--- config.mk ---
export PLATFORM = sky130hd
export DESIGN_NAME = mult_div_unit_flat
export DESIGN_NICKNAME = d
export VERILOG_FILES = /design/src/rtl/md_pkg.sv /design/src/rtl/mult_div_unit_if.sv /design/src/rtl/md_iter_step.sv /design/src/rtl/mult_div_unit.sv /design/src/flat_wrapper.sv
export SDC_FILE = /design/constraint.sdc
export NUM_CORES = 1
export LEC_CHECK = 0
export ABC_AREA = 1
export CAP_MARGIN = 40
export CORE_AREA = 3 3 204 206
export DETAILED_ROUTE_END_ITERATION = 10
export DIE_AREA = 0 0 207 209
export PLACE_DENSITY = 0.7
export SKIP_LAST_GASP = 1
export SYNTH_ARGS = -nofsm -noshare
export SYNTH_HDL_FRONTEND = slang
export SYNTH_HIERARCHICAL = 1
export SYNTH_SLANG_ARGS = --single-unit
--- constraint.sdc ---
create_clock -name clock -period 8 [get_ports clock]
set_input_delay 1.2 -clock clock [delete_from_list [all_inputs] [get_ports clock]]
set_output_delay 1.2 -clock clock [all_outputs]
set_load 0.01 [all_outputs]
--- src/rtl/md_pkg.sv ---
// Shared definitions for the multiply/divide unit.
//   md_op_e    : op field encodings (MULT, MULTU, DIV, DIVU)
//   md_state_e : sequencer states
//   MD_LATENCY : clocks from the start edge to the HI/LO update
package md_pkg;

  typedef enum logic [1:0] {
    MD_MULT  = 2'b00,
    MD_MULTU = 2'b01,
    MD_DIV   = 2'b10,
    MD_DIVU  = 2'b11
  } md_op_e;

  typedef enum logic [1:0] {
    S_IDLE = 2'b00,
    S_CALC = 2'b01,
    S_FIX  = 2'b10
  } md_state_e;

  localparam int unsigned MD_LATENCY = 33;

  // Bit 0 clear marks the signed variants (MULT, DIV).
  function automatic logic is_signed_op(input md_op_e op);
    return ~op[0];
  endfunction

  // Bit 1 set marks the divide variants (DIV, DIVU).
  function automatic logic is_div_op(input md_op_e op);
    return op[1];
  endfunction

endpackage

--- src/rtl/mult_div_unit_if.sv ---
// Pipeline-side bus of the multiply/divide unit.
//   master : pipeline control / writeback (drives start, op, operands, MT writes)
//   slave  : mult_div_unit (drives hi, lo, busy, done, div_by_zero)
interface mult_div_unit_if
  import md_pkg::*;
#(
  parameter int unsigned WIDTH = 32
);
  logic             start;
  md_op_e           op;
  logic [WIDTH-1:0] rs_data;
  logic [WIDTH-1:0] rt_data;
  logic             hi_we;
  logic             lo_we;
  logic [WIDTH-1:0] wdata;
  logic [WIDTH-1:0] hi;
  logic [WIDTH-1:0] lo;
  logic             busy;
  logic             done;
  logic             div_by_zero;

  modport master (
    output start, op, rs_data, rt_data, hi_we, lo_we, wdata,
    input  hi, lo, busy, done, div_by_zero
  );

  modport slave (
    input  start, op, rs_data, rt_data, hi_we, lo_we, wdata,
    output hi, lo, busy, done, div_by_zero
  );
endinterface

--- src/rtl/md_iter_step.sv ---
// One radix-2 iteration of the multiply/divide datapath (combinational).
//   op       : operation; only the multiply/divide distinction matters here
//   acc      : multiply accumulator / divide partial remainder
//   low      : multiplier bits still to consume / dividend-quotient shifter
//   operand  : multiplicand / divisor magnitude
//   acc_next, low_next : pair after this iteration
module md_iter_step
  import md_pkg::*;
#(
  parameter int unsigned WIDTH = 32
) (
  input  md_op_e           op,
  input  logic [WIDTH-1:0] acc,
  input  logic [WIDTH-1:0] low,
  input  logic [WIDTH-1:0] operand,
  output logic [WIDTH-1:0] acc_next,
  output logic [WIDTH-1:0] low_next
);

  logic [WIDTH:0] sum;
  logic [WIDTH:0] rem_sh;
  logic [WIDTH:0] trial;

  always_comb begin
    sum      = {1'b0, acc} + (low[0] ? {1'b0, operand} : '0);
    rem_sh   = {acc, low[WIDTH-1]};
    trial    = rem_sh - {1'b0, operand};
    acc_next = '0;
    low_next = '0;
    if (is_div_op(op)) begin
      // Partial remainder is always below the divisor, so the shifted value
      // fits WIDTH+1 bits and the top bit of the trial flags a borrow.
      if (!trial[WIDTH]) begin
        acc_next = trial[WIDTH-1:0];
        low_next = {low[WIDTH-2:0], 1'b1};
      end else begin
        acc_next = rem_sh[WIDTH-1:0];
        low_next = {low[WIDTH-2:0], 1'b0};
      end
    end else begin
      // Carry out of the add shifts into the accumulator MSB; the consumed
      // multiplier bit drops off the bottom while product bits fill the top.
      acc_next = sum[WIDTH:1];
      low_next = {sum[0], low[WIDTH-1:1]};
    end
  end

endmodule

--- src/rtl/mult_div_unit.sv ---
// Multi-cycle integer multiply/divide unit with architectural HI/LO.
//   clock : system clock, rising edge
//   reset : asynchronous, active-low reset
//   bus   : slave side of mult_div_unit_if
//           start/op/rs_data/rt_data - launch MULT, MULTU, DIV, DIVU
//           hi_we/lo_we/wdata        - MTHI/MTLO writes (IDLE only)
//           hi/lo                    - HI/LO registers
//           busy/done/div_by_zero    - handshake and zero-divisor status
// One radix-2 iteration per clock; HI/LO update 33 clocks after the start edge.
module mult_div_unit
  import md_pkg::*;
#(
  parameter int unsigned WIDTH = 32,
  parameter int unsigned CNT_W = 5
) (
  input logic            clock,
  input logic            reset,
  mult_div_unit_if.slave bus
);

  localparam logic [CNT_W-1:0] CNT_LAST = CNT_W'(WIDTH - 1);

  md_state_e        state_q, state_d;
  md_op_e           op_q;
  logic [CNT_W-1:0] cnt_q;
  logic [WIDTH-1:0] acc_q, low_q, opb_q, rs_raw_q;
  logic             neg_res_q, neg_rem_q, dbz_q;
  logic [WIDTH-1:0] hi_q, lo_q;
  logic             busy_q, done_q, dbz_out_q;

  logic [WIDTH-1:0]   acc_next, low_next;
  logic               sgn_in;
  logic [WIDTH-1:0]   rs_mag, rt_mag;
  logic [2*WIDTH-1:0] prod_raw, prod_fix;
  logic [WIDTH-1:0]   quot_fix, rem_fix;

  md_iter_step #(.WIDTH(WIDTH)) u_step (
    .op       (op_q),
    .acc      (acc_q),
    .low      (low_q),
    .operand  (opb_q),
    .acc_next (acc_next),
    .low_next (low_next)
  );

  // Operand conditioning at launch
  always_comb begin
    sgn_in = is_signed_op(bus.op);
    rs_mag = (sgn_in && bus.rs_data[WIDTH-1]) ? -bus.rs_data : bus.rs_data;
    rt_mag = (sgn_in && bus.rt_data[WIDTH-1]) ? -bus.rt_data : bus.rt_data;
  end

  // Sign correction at the end of the iteration
  always_comb begin
    prod_raw = {acc_q, low_q};
    prod_fix = neg_res_q ? -prod_raw : prod_raw;
    quot_fix = neg_res_q ? -low_q : low_q;
    rem_fix  = neg_rem_q ? -acc_q : acc_q;
  end

  always_ff @(posedge clock or negedge reset) begin
    if (!reset) state_q <= S_IDLE;
    else        state_q <= state_d;
  end

  always_comb begin
    state_d = state_q;
    case (state_q)
      S_IDLE:  if (bus.start) state_d = S_CALC;
      S_CALC:  if (cnt_q == CNT_LAST) state_d = S_FIX;
      S_FIX:   state_d = S_IDLE;
      default: state_d = S_IDLE;
    endcase
  end

  always_ff @(posedge clock or negedge reset) begin
    if (!reset) begin
      op_q      <= MD_MULT;
      cnt_q     <= '0;
      acc_q     <= '0;
      low_q     <= '0;
      opb_q     <= '0;
      rs_raw_q  <= '0;
      neg_res_q <= 1'b0;
      neg_rem_q <= 1'b0;
      dbz_q     <= 1'b0;
      hi_q      <= '0;
      lo_q      <= '0;
      busy_q    <= 1'b0;
      done_q    <= 1'b0;
      dbz_out_q <= 1'b0;
    end else begin
      done_q    <= 1'b0;
      dbz_out_q <= 1'b0;
      case (state_q)
        S_IDLE: begin
          if (bus.start) begin
            op_q      <= bus.op;
            acc_q     <= '0;
            low_q     <= rs_mag;
            opb_q     <= rt_mag;
            rs_raw_q  <= bus.rs_data;
            neg_res_q <= sgn_in & (bus.rs_data[WIDTH-1] ^ bus.rt_data[WIDTH-1]);
            neg_rem_q <= sgn_in & bus.rs_data[WIDTH-1];
            dbz_q     <= is_div_op(bus.op) && (bus.rt_data == '0);
            cnt_q     <= '0;
            busy_q    <= 1'b1;
          end else begin
            if (bus.hi_we) hi_q <= bus.wdata;
            if (bus.lo_we) lo_q <= bus.wdata;
          end
        end
        S_CALC: begin
          acc_q <= acc_next;
          low_q <= low_next;
          cnt_q <= cnt_q + CNT_W'(1);
        end
        S_FIX: begin
          if (is_div_op(op_q)) begin
            if (dbz_q) begin
              lo_q <= '1;
              hi_q <= rs_raw_q;
            end else begin
              lo_q <= quot_fix;
              hi_q <= rem_fix;
            end
          end else begin
            hi_q <= prod_fix[2*WIDTH-1:WIDTH];
            lo_q <= prod_fix[WIDTH-1:0];
          end
          done_q    <= 1'b1;
          busy_q    <= 1'b0;
          dbz_out_q <= dbz_q;
        end
        default: ;
      endcase
    end
  end

  assign bus.hi          = hi_q;
  assign bus.lo          = lo_q;
  assign bus.busy        = busy_q;
  assign bus.done        = done_q;
  assign bus.div_by_zero = dbz_out_q;

endmodule

--- src/flat_wrapper.sv ---
// flat-port wrapper written by rule: the top's interface ports become plain ports
module mult_div_unit_flat import md_pkg::*;
#(
  parameter int unsigned WIDTH = 32,
  parameter int unsigned CNT_W = 5
)
  (clock, reset, bus_start, bus_op, bus_rs_data, bus_rt_data, bus_hi_we, bus_lo_we, bus_wdata, bus_hi, bus_lo, bus_busy, bus_done, bus_div_by_zero);
  mult_div_unit_if #(.WIDTH(WIDTH)) bus_i ();
  input logic clock;
  input logic reset;
  input wire logic [$bits(bus_i.start)-1:0] bus_start;
  input wire logic [$bits(bus_i.op)-1:0] bus_op;
  input wire logic [$bits(bus_i.rs_data)-1:0] bus_rs_data;
  input wire logic [$bits(bus_i.rt_data)-1:0] bus_rt_data;
  input wire logic [$bits(bus_i.hi_we)-1:0] bus_hi_we;
  input wire logic [$bits(bus_i.lo_we)-1:0] bus_lo_we;
  input wire logic [$bits(bus_i.wdata)-1:0] bus_wdata;
  output wire logic [$bits(bus_i.hi)-1:0] bus_hi;
  output wire logic [$bits(bus_i.lo)-1:0] bus_lo;
  output wire logic [$bits(bus_i.busy)-1:0] bus_busy;
  output wire logic [$bits(bus_i.done)-1:0] bus_done;
  output wire logic [$bits(bus_i.div_by_zero)-1:0] bus_div_by_zero;
  assign bus_i.start = bus_start;
  assign bus_i.op = bus_op;
  assign bus_i.rs_data = bus_rs_data;
  assign bus_i.rt_data = bus_rt_data;
  assign bus_i.hi_we = bus_hi_we;
  assign bus_i.lo_we = bus_lo_we;
  assign bus_i.wdata = bus_wdata;
  assign bus_hi = bus_i.hi;
  assign bus_lo = bus_i.lo;
  assign bus_busy = bus_i.busy;
  assign bus_done = bus_i.done;
  assign bus_div_by_zero = bus_i.div_by_zero;
  mult_div_unit #(.WIDTH(WIDTH), .CNT_W(CNT_W)) u_core (.clock(clock), .reset(reset), .bus(bus_i));
endmodule
==> After elaboration in Yosys (flattened, before gate mapping) <==
Cells that the tools add are included.
{ "totals": {"ff_bits": 207, "latch_bits": 0, "mem_bits_rw": 0, "rom_bits": 0, "inputBits": 103, "out_inout_bits": 67, "memories": 0} }
{ "op_classes": {"addsub": 8, "multipliers": 0, "div_mod_pow": 0, "order_cmp": 0, "n_eq_ne": 8, "n_shift": 0, "mux": 33, "bitwise": 4, "reduce_logical": 13} }
{ "op_table": {"columns": ["operator", "count"], "rows": [
  ["two-way mux 32 bit", 18],
  ["case mux 32 bit (2 select lines)", 4],
  ["negator 32 bit", 4],
  ["two-way mux 64 bit", 1],
  ["negator 64 bit", 1],
  ["adder 32 x 33 -> 33 bit", 1],
  ["subtractor 33 x 32 -> 33 bit", 1],
  ["zero test 32 bit", 1],
  ["case mux 5 bit (2 select lines)", 1],
  ["inequality test 2 bit (second input constant)", 4],
  ["AND reduction 2 bit", 4],
  ["AND reduction 3 bit", 2],
  ["adder 5 x 1 -> 5 bit (second input constant)", 1],
  ["equality test 5 bit (second input constant)", 1],
  ["two-way mux 5 bit", 1],
  ["two-way mux 1 bit", 4],
  ["two-way mux 2 bit", 2],
  ["case mux 2 bit (2 select lines)", 1],
  ["nonzero test 2 bit", 2],
  ["logical AND 1 bit", 3],
  ["AND 1 bit", 2],
  ["equality test 2 x 1 -> 1 bit (second input constant)", 1],
  ["equality test 2 bit (second input constant)", 1],
  ["zero test 2 bit", 1],
  ["4 further kinds", 4]
]} }

==> Logic depth before layout (Yosys ltp) <==
Gate-level depths: netlist of the first run.
{ "logic_depth": {"word_depth": 5, "depth_mapped": 20, "depth_no_buf": 19} }

==> Hierarchy <==
Netlist of the first run, hierarchy kept.
{ "by_module_without_submodules": {"columns": ["mod", "n_inst", "cells_each", "area_per_inst_um2", "seq_area_each_um2"], "rows": [
  ["mult_div_unit", 1, 2004, 13480.4, 5180.0],
  ["md_iter_step", 1, 1308, 6337.3, 0.0]
]} }

==> Worst setup path after synthesis of the first run <==
Ideal clock, no wire load.
{ "synth_path": {"path_type": "register -> register", "start": "reg u_core.low_q[0]", "end": "reg u_core.acc_q[11]", "setup_time_ns": 0.121, "arrival_ns": 2.547, "setup_slack_ns": 5.332, "path_stages_with_launch": 17, "n_path_buf": 2, "period_less_slack_ns": 2.668, "cell_sequence": "dfrtp_1 -> clkbuf_1 -> clkbuf_1 -> nand2_1 -> inv_1 -> ha_1 -> fa_1 -> nand3_1 -> nand2_1 -> nand2_1 -> o211ai_1 -> nand2_1 -> nand2_1 -> or2_2 -> nand3_1 -> nand2_1 -> a22o_1"} }
{ "synth_via": {"elab_chain_cells": 4} }
{ "synth_lines": {"columns": ["item", "line", "source"], "rows": [
  ["from (decl)", "mult_div_unit.sv:26", "logic [WIDTH-1:0] acc_q, low_q, opb_q, rs_raw_q;"],
  ["from (signal assigned)", "mult_div_unit.sv:100", "low_q <= rs_mag;"],
  ["from (signal assigned)", "mult_div_unit.sv:115", "low_q <= low_next;"],
  ["two-way mux 32 bit", "md_iter_step.sv:25", "sum = {1'b0, acc} + (low[0] ? {1'b0, operand} : '0);"],
  ["adder 32 x 33 -> 33 bit", "md_iter_step.sv:25", null],
  ["two-way mux 32 bit", "md_iter_step.sv:30", "if (is_div_op(op)) begin"],
  ["named net u_core.acc_next[11]", "mult_div_unit.sv:31", "logic [WIDTH-1:0] acc_next, low_next;"],
  ["case mux 32 bit (2 select lines)", "mult_div_unit.sv:95", "case (state_q)"],
  ["to (signal assigned)", "mult_div_unit.sv:114", "acc_q <= acc_next;"],
  ["to (decl)", "mult_div_unit.sv:26", null]
]} }
The timed path passes the listed nets, and every way through them passes these cells.
A chain may end at the register's enable or synchronous reset.

==> Worst setup path after layout of the first run <==
{ "layout_path": {"start": "in bus_start", "end": "reg u_core.hi_q[1] (netlist: u_core/bus.hi[1])"} }
{ "layout_via": {"elab_chain_cells": 2} }
{ "layout_lines": {"columns": ["item", "line", "source"], "rows": [
  ["from (decl)", "flat_wrapper.sv:11", "input wire logic [$bits(bus_i.start)-1:0] bus_start;"],
  ["inequality test 2 bit (no source line)", null, null],
  ["AND reduction 3 bit (no source line)", null, null],
  ["to (signal assigned)", "mult_div_unit.sv:109", "if (bus.hi_we) hi_q <= bus.wdata;"],
  ["to (signal assigned)", "mult_div_unit.sv:122", "hi_q <= rs_raw_q;"],
  ["to (signal assigned)", "mult_div_unit.sv:125", "hi_q <= rem_fix;"],
  ["to (decl)", "mult_div_unit.sv:28", "logic [WIDTH-1:0] hi_q, lo_q;"]
]} }
No other way between the ends.

==> results of run 1 <==
flip-flops by register name, indices dropped and copies added, names as in the netlist, 2 cells and up:
register         count
u_core/bus.hi       32
u_core/opb_q        32
u_core/rs_raw_q     32
u_core/bus.lo       32
u_core/acc_q        32
u_core/low_q        32
u_core/cnt_q         5
u_core/state_q       2
cell usage in the layout, fill, tap and decap left out, drive strengths merged, types with 38 or more instances in the layout:
master / n
clkdlybuf4s50: 168
nand2: 1078
ha: 70
o21ai: 247
dfrtp: 206
a21oi: 218
nor2: 447
nand4: 38
nand3: 280
inv: 407
area by class of cell:
cell class / instances / area, um2 / share of cell area [%]
Multi-Input combinational cell: 2584 / 12540 / 55.22
Sequential cell: 206 / 5159 / 22.72
Timing Repair Buffer: 190 / 1921 / 8.458
Inverter: 409 / 1535 / 6.761
Clock buffer: 32 / 691.9 / 3.047
Tap cell: 525 / 656.9 / 2.893
Clock inverter: 13 / 203.9 / 0.8982
metrics by stage:
| stage | area, um2 | cells |
|---|---|---|
| floorplan | 19790 | 3309 |
| CTS | 22710 | 3959 |
| detailed placement | 21810 | 3914 |
| global route | 22710 | 3959 |
| finish | 22710 | 3959 |
| global placement | 21710 | 3910 |
critical path, stage by stage:
cell and delay (ns):
clkdlybuf4s50_1 0.44, nand2_4 0.08, buf_4 0.44, inv_2 0.23, buf_4 0.35, a21oi_2 0.17, buf_4 0.36, inv_1 0.40
buf_8 0.28, a21oi_1 0.16, a21oi_1 0.11
path summary, 6_finish.rpt:
check | from | end | slack [ns] | cells after the start
setup / recovery | bus_start | u_core/bus.hi[1]$_DFFE_PN0P_ | 4.15 | 11
hold / removal | u_core/bus.lo[13]$_DFFE_PN0P_ | u_core/bus.lo[13]$_DFFE_PN0P_ | 0.49 | 2
setup reg to reg | u_core/low_q[31]$_DFFE_PN0P_ | u_core/acc_q[28]$_DFFE_PN0P_ | 4.39 | 19
hold reg to reg | u_core/bus.lo[13]$_DFFE_PN0P_ | u_core/bus.lo[13]$_DFFE_PN0P_ | 0.49 | 2
max in group asynchronous | reset | u_core/bus.div_by_zero$_DFF_PN0_ | 6.13 | 4
min in group asynchronous | reset | u_core/rs_raw_q[8]$_DFFE_PN0P_ | 0.51 | 1
power breakdown:
part / internal [mW] / switching (mW)
combinational: 2.56 / 5.26
clock: 0.748 / 0.497
sequential: 1.53 / 0.951
layer usage:
layer,vias to the layer above,wire length [um]
met4,4,2141
met2,1532,34670
met3,165,11960
met1,10965,36840
li1,10866,-
met5,-,27
==> run_summary.xml, run 1 <==
<?xml version="1.0" encoding="UTF-8"?>
<metrics>
  <group name="setup_path">
    <metric name="setup.worst_path.start_class" unit="">input pin</metric>
    <metric name="critical_path_peak_fanout" unit="">55</metric>
    <metric name="worstPathArrival" unit="ns">4.28</metric>
    <metric name="critical_path_required" unit="ns">8.43</metric>
    <metric name="timing.critical_path.to_type" unit="">flop</metric>
    <metric name="timing_worst_setup_path_type" unit="">in -&gt; reg</metric>
  </group>
  <group name="timing">
    <metric name="timing.slew.headroom" unit="%">39.15</metric>
    <metric name="fin_crit_sh" unit="%">48.16</metric>
    <metric name="tightestPinTransition" unit="ns">0.9032</metric>
    <metric name="final.setup_skew" unit="ns">0.03828</metric>
    <metric name="grt_setup_unrepaired" unit="">no</metric>
    <metric name="timing.final.setup_violations" unit="">0</metric>
    <metric name="fmax" unit="MHz">259.5</metric>
    <metric name="hold_violations" unit="">0</metric>
    <metric name="final_sum_of_negative_setup_slack" unit="ns">0</metric>
    <metric name="fin_ws" unit="ns">4.147</metric>
    <metric name="fin_crit" unit="ns">3.853</metric>
    <metric name="finalHoldWorstSlack" unit="ns">0.4877</metric>
    <metric name="final_slew_violations" unit="">0</metric>
  </group>
  <group name="clock_tree">
    <metric name="post_cts_resize_count" unit="">0</metric>
    <metric name="clock_latency" unit="ns">0.57</metric>
    <metric name="post_cts_hold_buffer_count" unit="">0</metric>
    <metric name="cts_num_sinks" unit="">206</metric>
    <metric name="clk_transition_reported_paths" unit="ns">0.06</metric>
    <metric name="h-tree-depth" unit="">1</metric>
    <metric name="cts_tree" unit="">built</metric>
    <metric name="post-cts-setup-buffer-count" unit="">0</metric>
    <metric name="ctsRootBufferMaster" unit="">clkbuf_16</metric>
    <metric name="max_root_sink_buffers" unit="">3</metric>
    <metric name="number_of_buffers_added_by_the_clock_tree_synthesis_step" unit="">25</metric>
  </group>
  <group name="finish">
    <metric name="drive_above_1_share" unit="%">5.271</metric>
    <metric name="utilization" unit="%">57.02</metric>
    <metric name="finalNetCount" unit="">3591</metric>
    <metric name="area_delta_synth_final" unit="%">14.77</metric>
    <metric name="num-fill-cells" unit="">4035</metric>
    <metric name="antenna_cells" unit="">0</metric>
  </group>
  <group name="grt">
    <metric name="grt_use_total" unit="%">37.74</metric>
    <metric name="grt_util_met1" unit="%">57.03</metric>
    <metric name="use_met2" unit="%">53.59</metric>
    <metric name="grtUsageMet3" unit="%">10.12</metric>
    <metric name="first_global_vias" unit="">20862</metric>
    <metric name="grt_antenna_before_repair" unit="">3</metric>
    <metric name="grt.overflow.total" unit="">0</metric>
    <metric name="grt_pass1_wl" unit="um">127400</metric>
    <metric name="grt_max_degree" unit="">106</metric>
    <metric name="busiest_layer" unit="">met1</metric>
  </group>
  <group name="detailed_routing">
    <metric name="via_count" unit="">23532</metric>
    <metric name="drt_iter0_drc" unit="">3393</metric>
    <metric name="drt-total-wl" unit="um">85630</metric>
    <metric name="drtAntennaViolNets" unit="">0</metric>
    <metric name="drc" unit="">0</metric>
    <metric name="drt_via_density" unit="">5.944</metric>
    <metric name="drtPass1Iterations" unit="">7</metric>
    <metric name="avgRoutedWirePerCell" unit="um">21.63</metric>
  </group>
  <group name="power_and_ir_drop">
    <metric name="cellLeakagePower" unit="nW">11.44</metric>
    <metric name="report.power.total" unit="mW">11.54</metric>
    <metric name="cellPowerDensity" unit="mW/mm2">508.4</metric>
    <metric name="vdd_drop_max" unit="mV">0.2879</metric>
  </group>
  <group name="synthesis">
    <metric name="post_synth.cell_area_avg" unit="um2">5.979</metric>
    <metric name="synth_warnings" unit="">6</metric>
    <metric name="synth.net_count" unit="">3484</metric>
    <metric name="post_syn_instances" unit="">3309</metric>
    <metric name="synthesis.area" unit="mm2">0.01979</metric>
  </group>
  <group name="placed_design">
    <metric name="io_buffers" unit="">169</metric>
    <metric name="hpwl_after_dpl" unit="um">67650</metric>
    <metric name="pre_cts_ws" unit="ns">3.746</metric>
    <metric name="final_weighted_congestion_in_routability_driven_placement" unit="">1.038</metric>
  </group>
  <group name="floorplanning">
    <metric name="core-area" unit="mm2">0.03982</metric>
    <metric name="design.portCount" unit="">170</metric>
    <metric name="fp.dieH" unit="um">209</metric>
    <metric name="initial_core_util" unit="%">49.68</metric>
    <metric name="std_cell_rows" unit="">73</metric>
    <metric name="dieWidth" unit="um">207</metric>
    <metric name="full_die_area" unit="mm2">0.04326</metric>
  </group>
  <group name="status">
    <metric name="status" unit="">complete, no violations</metric>
  </group>
  <group name="worst_hold_path">
    <metric name="min_delay_path_class" unit="">reg -&gt; reg</metric>
  </group>
  <group name="flow_run">
    <metric name="maxCapViolCount" unit="">0</metric>
  </group>
</metrics>
(Power assumes the default switching activity.)
==> inputs of run 2 (changes only) <==
--- a/config.mk
+++ b/config.mk
@@ -10,7 +10,7 @@
 export CORE_AREA = 3 3 204 206
 export DETAILED_ROUTE_END_ITERATION = 10
 export DIE_AREA = 0 0 207 209
-export PLACE_DENSITY = 0.7
+export PLACE_DENSITY = 0.72
 export SKIP_LAST_GASP = 1
 export SYNTH_ARGS = -nofsm -noshare
 export SYNTH_HDL_FRONTEND = slang
==> constraint.sdc (replaced) <==
create_clock -name clock -period 3.54 [get_ports clock]
set_input_delay 0.531 -clock clock [delete_from_list [all_inputs] [get_ports clock]]
set_output_delay 0.531 -clock clock [all_outputs]
set_load 0.01 [all_outputs]
==> run 2 against run 1 <==
Final cell count is 0.71% higher. Sequential share of layout area is 0.15 points lower. Sequential power is 110% higher. First-iteration DRC count is 7.2% lower. Utilization is 0.37 points higher. Global-route usage is 0.36 points lower. Critical endpoint is now u_core/acc_q[11]$_DFFE_PN0P_.
==> run_summary.xml, run 2 (synthesis results as in run 1) <==
<?xml version="1.0" encoding="UTF-8"?>
<metrics>
  <group name="setup_path">
    <metric name="critical-path-top-cell-by-count" unit="">nand2_1</metric>
    <metric name="critical_path_required" unit="ns">3.97</metric>
    <metric name="critical_path_peak_fanout" unit="">17</metric>
    <metric name="path_delay_family" unit="">simple AND/OR/NAND/NOR gates</metric>
    <metric name="timing.critical_path.cells" unit="">nand2_1 -&gt; inv_1 -&gt; ha_1 -&gt; fa_1 -&gt; nand3_1 -&gt; nand2_1 -&gt; nand2_1 -&gt; o211ai_1 -&gt; nand2_1 -&gt; nand2_1 -&gt; or2_2 -&gt; nand3_1 -&gt; nand2_1 -&gt; a22o_1</metric>
    <metric name="timing.critical_path.to_type" unit="">flop</metric>
    <metric name="worstRegToRegCells" unit="">14</metric>
    <metric name="worst_reg2reg_setup_slack" unit="ns">0.30</metric>
    <metric name="worst_path_max_delay_cell" unit="">dfrtp_2</metric>
    <metric name="worst-path-buf-inv" unit="">1</metric>
    <metric name="critical_path.max_stage_delay" unit="ns">0.57</metric>
    <metric name="worst_reg2reg_path_endpoint" unit="">u_core/acc_q[11]$_DFFE_PN0P_</metric>
    <metric name="worstPathArrival" unit="ns">3.67</metric>
    <metric name="setup.worst_path.start_class" unit="">flop</metric>
    <metric name="timing_worst_setup_path_type" unit="">reg -&gt; reg</metric>
    <metric name="rr_startpoint" unit="">u_core/low_q[0]$_DFFE_PN0P_</metric>
  </group>
  <group name="clock_tree">
    <metric name="clock_latency" unit="ns">0.55</metric>
    <metric name="cts_tree" unit="">built</metric>
    <metric name="h-tree-depth" unit="">1</metric>
    <metric name="cts_num_sinks" unit="">206</metric>
    <metric name="max_root_sink_buffers" unit="">3</metric>
    <metric name="ctsRootBufferMaster" unit="">clkbuf_16</metric>
    <metric name="number_of_buffers_added_by_the_clock_tree_synthesis_step" unit="">25</metric>
    <metric name="post_cts_hold_buffer_count" unit="">0</metric>
    <metric name="clk_transition_reported_paths" unit="ns">0.06</metric>
  </group>
  <group name="grt">
    <metric name="first_global_vias" unit="">21090</metric>
    <metric name="grt_pass1_wl" unit="um">126600</metric>
    <metric name="grt_use_total" unit="%">37.38</metric>
    <metric name="grt_antenna_before_repair" unit="">4</metric>
    <metric name="grt.overflow.total" unit="">0</metric>
    <metric name="grt_max_degree" unit="">86</metric>
  </group>
  <group name="finish">
    <metric name="finalNetCount" unit="">3615</metric>
    <metric name="layoutNonFillerInstCount" unit="">3987</metric>
    <metric name="layout.cells.most_common" unit="">nand2_1</metric>
    <metric name="final_cell_mix" unit="">1040 x nand2_1, 423 x nor2_1, 394 x inv_1</metric>
    <metric name="drive_above_1_share" unit="%">5.955</metric>
    <metric name="num-fill-cells" unit="">4085</metric>
    <metric name="final_design_area_no_fill" unit="mm2">0.02286</metric>
    <metric name="area_delta_synth_final" unit="%">15.52</metric>
  </group>
  <group name="floorplanning">
    <metric name="core-area" unit="mm2">0.03982</metric>
    <metric name="initial_core_util" unit="%">49.68</metric>
    <metric name="design.portCount" unit="">170</metric>
    <metric name="full_die_area" unit="mm2">0.04326</metric>
    <metric name="fp.dieH" unit="um">209</metric>
    <metric name="dieWidth" unit="um">207</metric>
    <metric name="std_cell_rows" unit="">73</metric>
  </group>
  <group name="detailed_routing">
    <metric name="drtPass1Iterations" unit="">6</metric>
    <metric name="via_count" unit="">23392</metric>
    <metric name="drtAntennaViolNets" unit="">0</metric>
    <metric name="drt-total-wl" unit="um">84470</metric>
    <metric name="drt_iter0_drc" unit="">3149</metric>
    <metric name="drc" unit="">0</metric>
    <metric name="drt_via_density" unit="">5.867</metric>
    <metric name="avgRoutedWirePerCell" unit="um">21.19</metric>
  </group>
  <group name="placed_design">
    <metric name="final_weighted_congestion_in_routability_driven_placement" unit="">1.068</metric>
    <metric name="io_buffers" unit="">169</metric>
    <metric name="placed_cells_incl_taps" unit="">3938</metric>
    <metric name="hpwl_after_dpl" unit="um">68000</metric>
    <metric name="dpl-instance-area" unit="mm2">0.02198</metric>
  </group>
  <group name="timing">
    <metric name="timing.final.setup_violations" unit="">0</metric>
    <metric name="grt_setup_unrepaired" unit="">no</metric>
    <metric name="final.setup_skew" unit="ns">0.02339</metric>
    <metric name="timing.slew.headroom" unit="%">40.54</metric>
    <metric name="finalHoldWorstSlack" unit="ns">0.0006871</metric>
    <metric name="final_sum_of_negative_setup_slack" unit="ns">0</metric>
    <metric name="tightestPinTransition" unit="ns">0.8919</metric>
    <metric name="fin_crit_sh" unit="%">91.50</metric>
    <metric name="final_slew_violations" unit="">0</metric>
    <metric name="fmax" unit="MHz">308.7</metric>
    <metric name="fin_crit" unit="ns">3.239</metric>
    <metric name="hold_violations" unit="">0</metric>
  </group>
  <group name="status">
    <metric name="status" unit="">complete, no violations</metric>
  </group>
  <group name="flow_run">
    <metric name="maxCapViolCount" unit="">0</metric>
  </group>
  <group name="power_and_ir_drop">
    <metric name="cellLeakagePower" unit="nW">11.54</metric>
    <metric name="vdd_drop_max" unit="mV">0.4557</metric>
    <metric name="report.power.total" unit="mW">25.96</metric>
    <metric name="cellPowerDensity" unit="mW/mm2">1136</metric>
  </group>
  <group name="worst_hold_path">
    <metric name="min_delay_path_class" unit="">in -&gt; async</metric>
  </group>
</metrics>
[run 2: cell count changes in the layout (fill, tap and decap cells not counted), moves of 2 or more]
cell | before | now
clkbuf_8 | 5 | 9
buf_4 | 17 | 41
clkinv_4 | 4 | 0
buf_16 | 3 | 1
clkinv_2 | 1 | 3
bufinv_16 | 4 | 2
buf_12 | 0 | 3
diode_2 | 0 | 3
[run 2: per-stage QoR]
stage	setup WS, ns	utilization, %
final	0.3009	57.39
after global routing	0.1556	57.37
after CTS	0.1111	57.36
after detailed placement	0.1507	55.19
after global placement	0.1079	55.12
after floorplan	0.8724	-
[run 2: timing repair]
action,4_1_cts,5_1_grt
endpoints found under the setup margin,0,5
buffers inserted,0,0
resized for setup,0,2
[run 2: where the power goes]
group	internal, mW	switching (mW)
logic	5.91	12.1
clock network	1.62	1.07
registers	3.47	1.76
total	11.0	15.0
[run 2: final cells by class]
class,instances,area (um2),area share [%]
multi-input cells,2584,12540,54.89
flip-flops and latches,206,5159,22.57
clock buffers,37,750.7,3.285
well taps,525,656.9,2.874
repair buffers,214,2091,9.148
diodes,3,7.507,0.03285
inverters,409,1535,6.717
clock inverters,9,111.4,0.4872
[run 2: how the worst max path moves through the flow]
stage                                      from                      endpoint  slack, ns  depth (start not counted)
detailed placement  u_core/low_q[0]$_DFFE_PN0P_  u_core/acc_q[18]$_DFFE_PN0P_       0.15                         15
CTS                 u_core/low_q[0]$_DFFE_PN0P_  u_core/acc_q[18]$_DFFE_PN0P_       0.11                         15
global route        u_core/low_q[0]$_DFFE_PN0P_  u_core/acc_q[11]$_DFFE_PN0P_       0.16                         14
finish              u_core/low_q[0]$_DFFE_PN0P_  u_core/acc_q[11]$_DFFE_PN0P_       0.30                         14
global placement    u_core/low_q[0]$_DFFE_PN0P_  u_core/acc_q[18]$_DFFE_PN0P_       0.11                         15
floorplan           u_core/low_q[0]$_DFFE_PN0P_  u_core/acc_q[11]$_DFFE_PN0P_       0.87                         16
[run 2: worst register-to-register path: stages (launching register included)]
cell and delay (ns):
dfrtp_2 0.57, nand2_1 0.13, inv_1 0.05, ha_1 0.28, fa_1 0.48, nand3_1 0.12, nand2_1 0.17, nand2_1 0.10
o211ai_1 0.23, nand2_1 0.13, nand2_1 0.17, or2_2 0.33, nand3_1 0.08, nand2_1 0.06, a22o_1 0.21
[run 2: layer usage]
layer  track usage, %  wire length [um]  vias up
met2            52.72             33750     1465
met3            10.60             11650      159
met1            55.55             36510    10842
met5                0                23        -
met4            10.39              2528        4
li1                 -                 -    10922
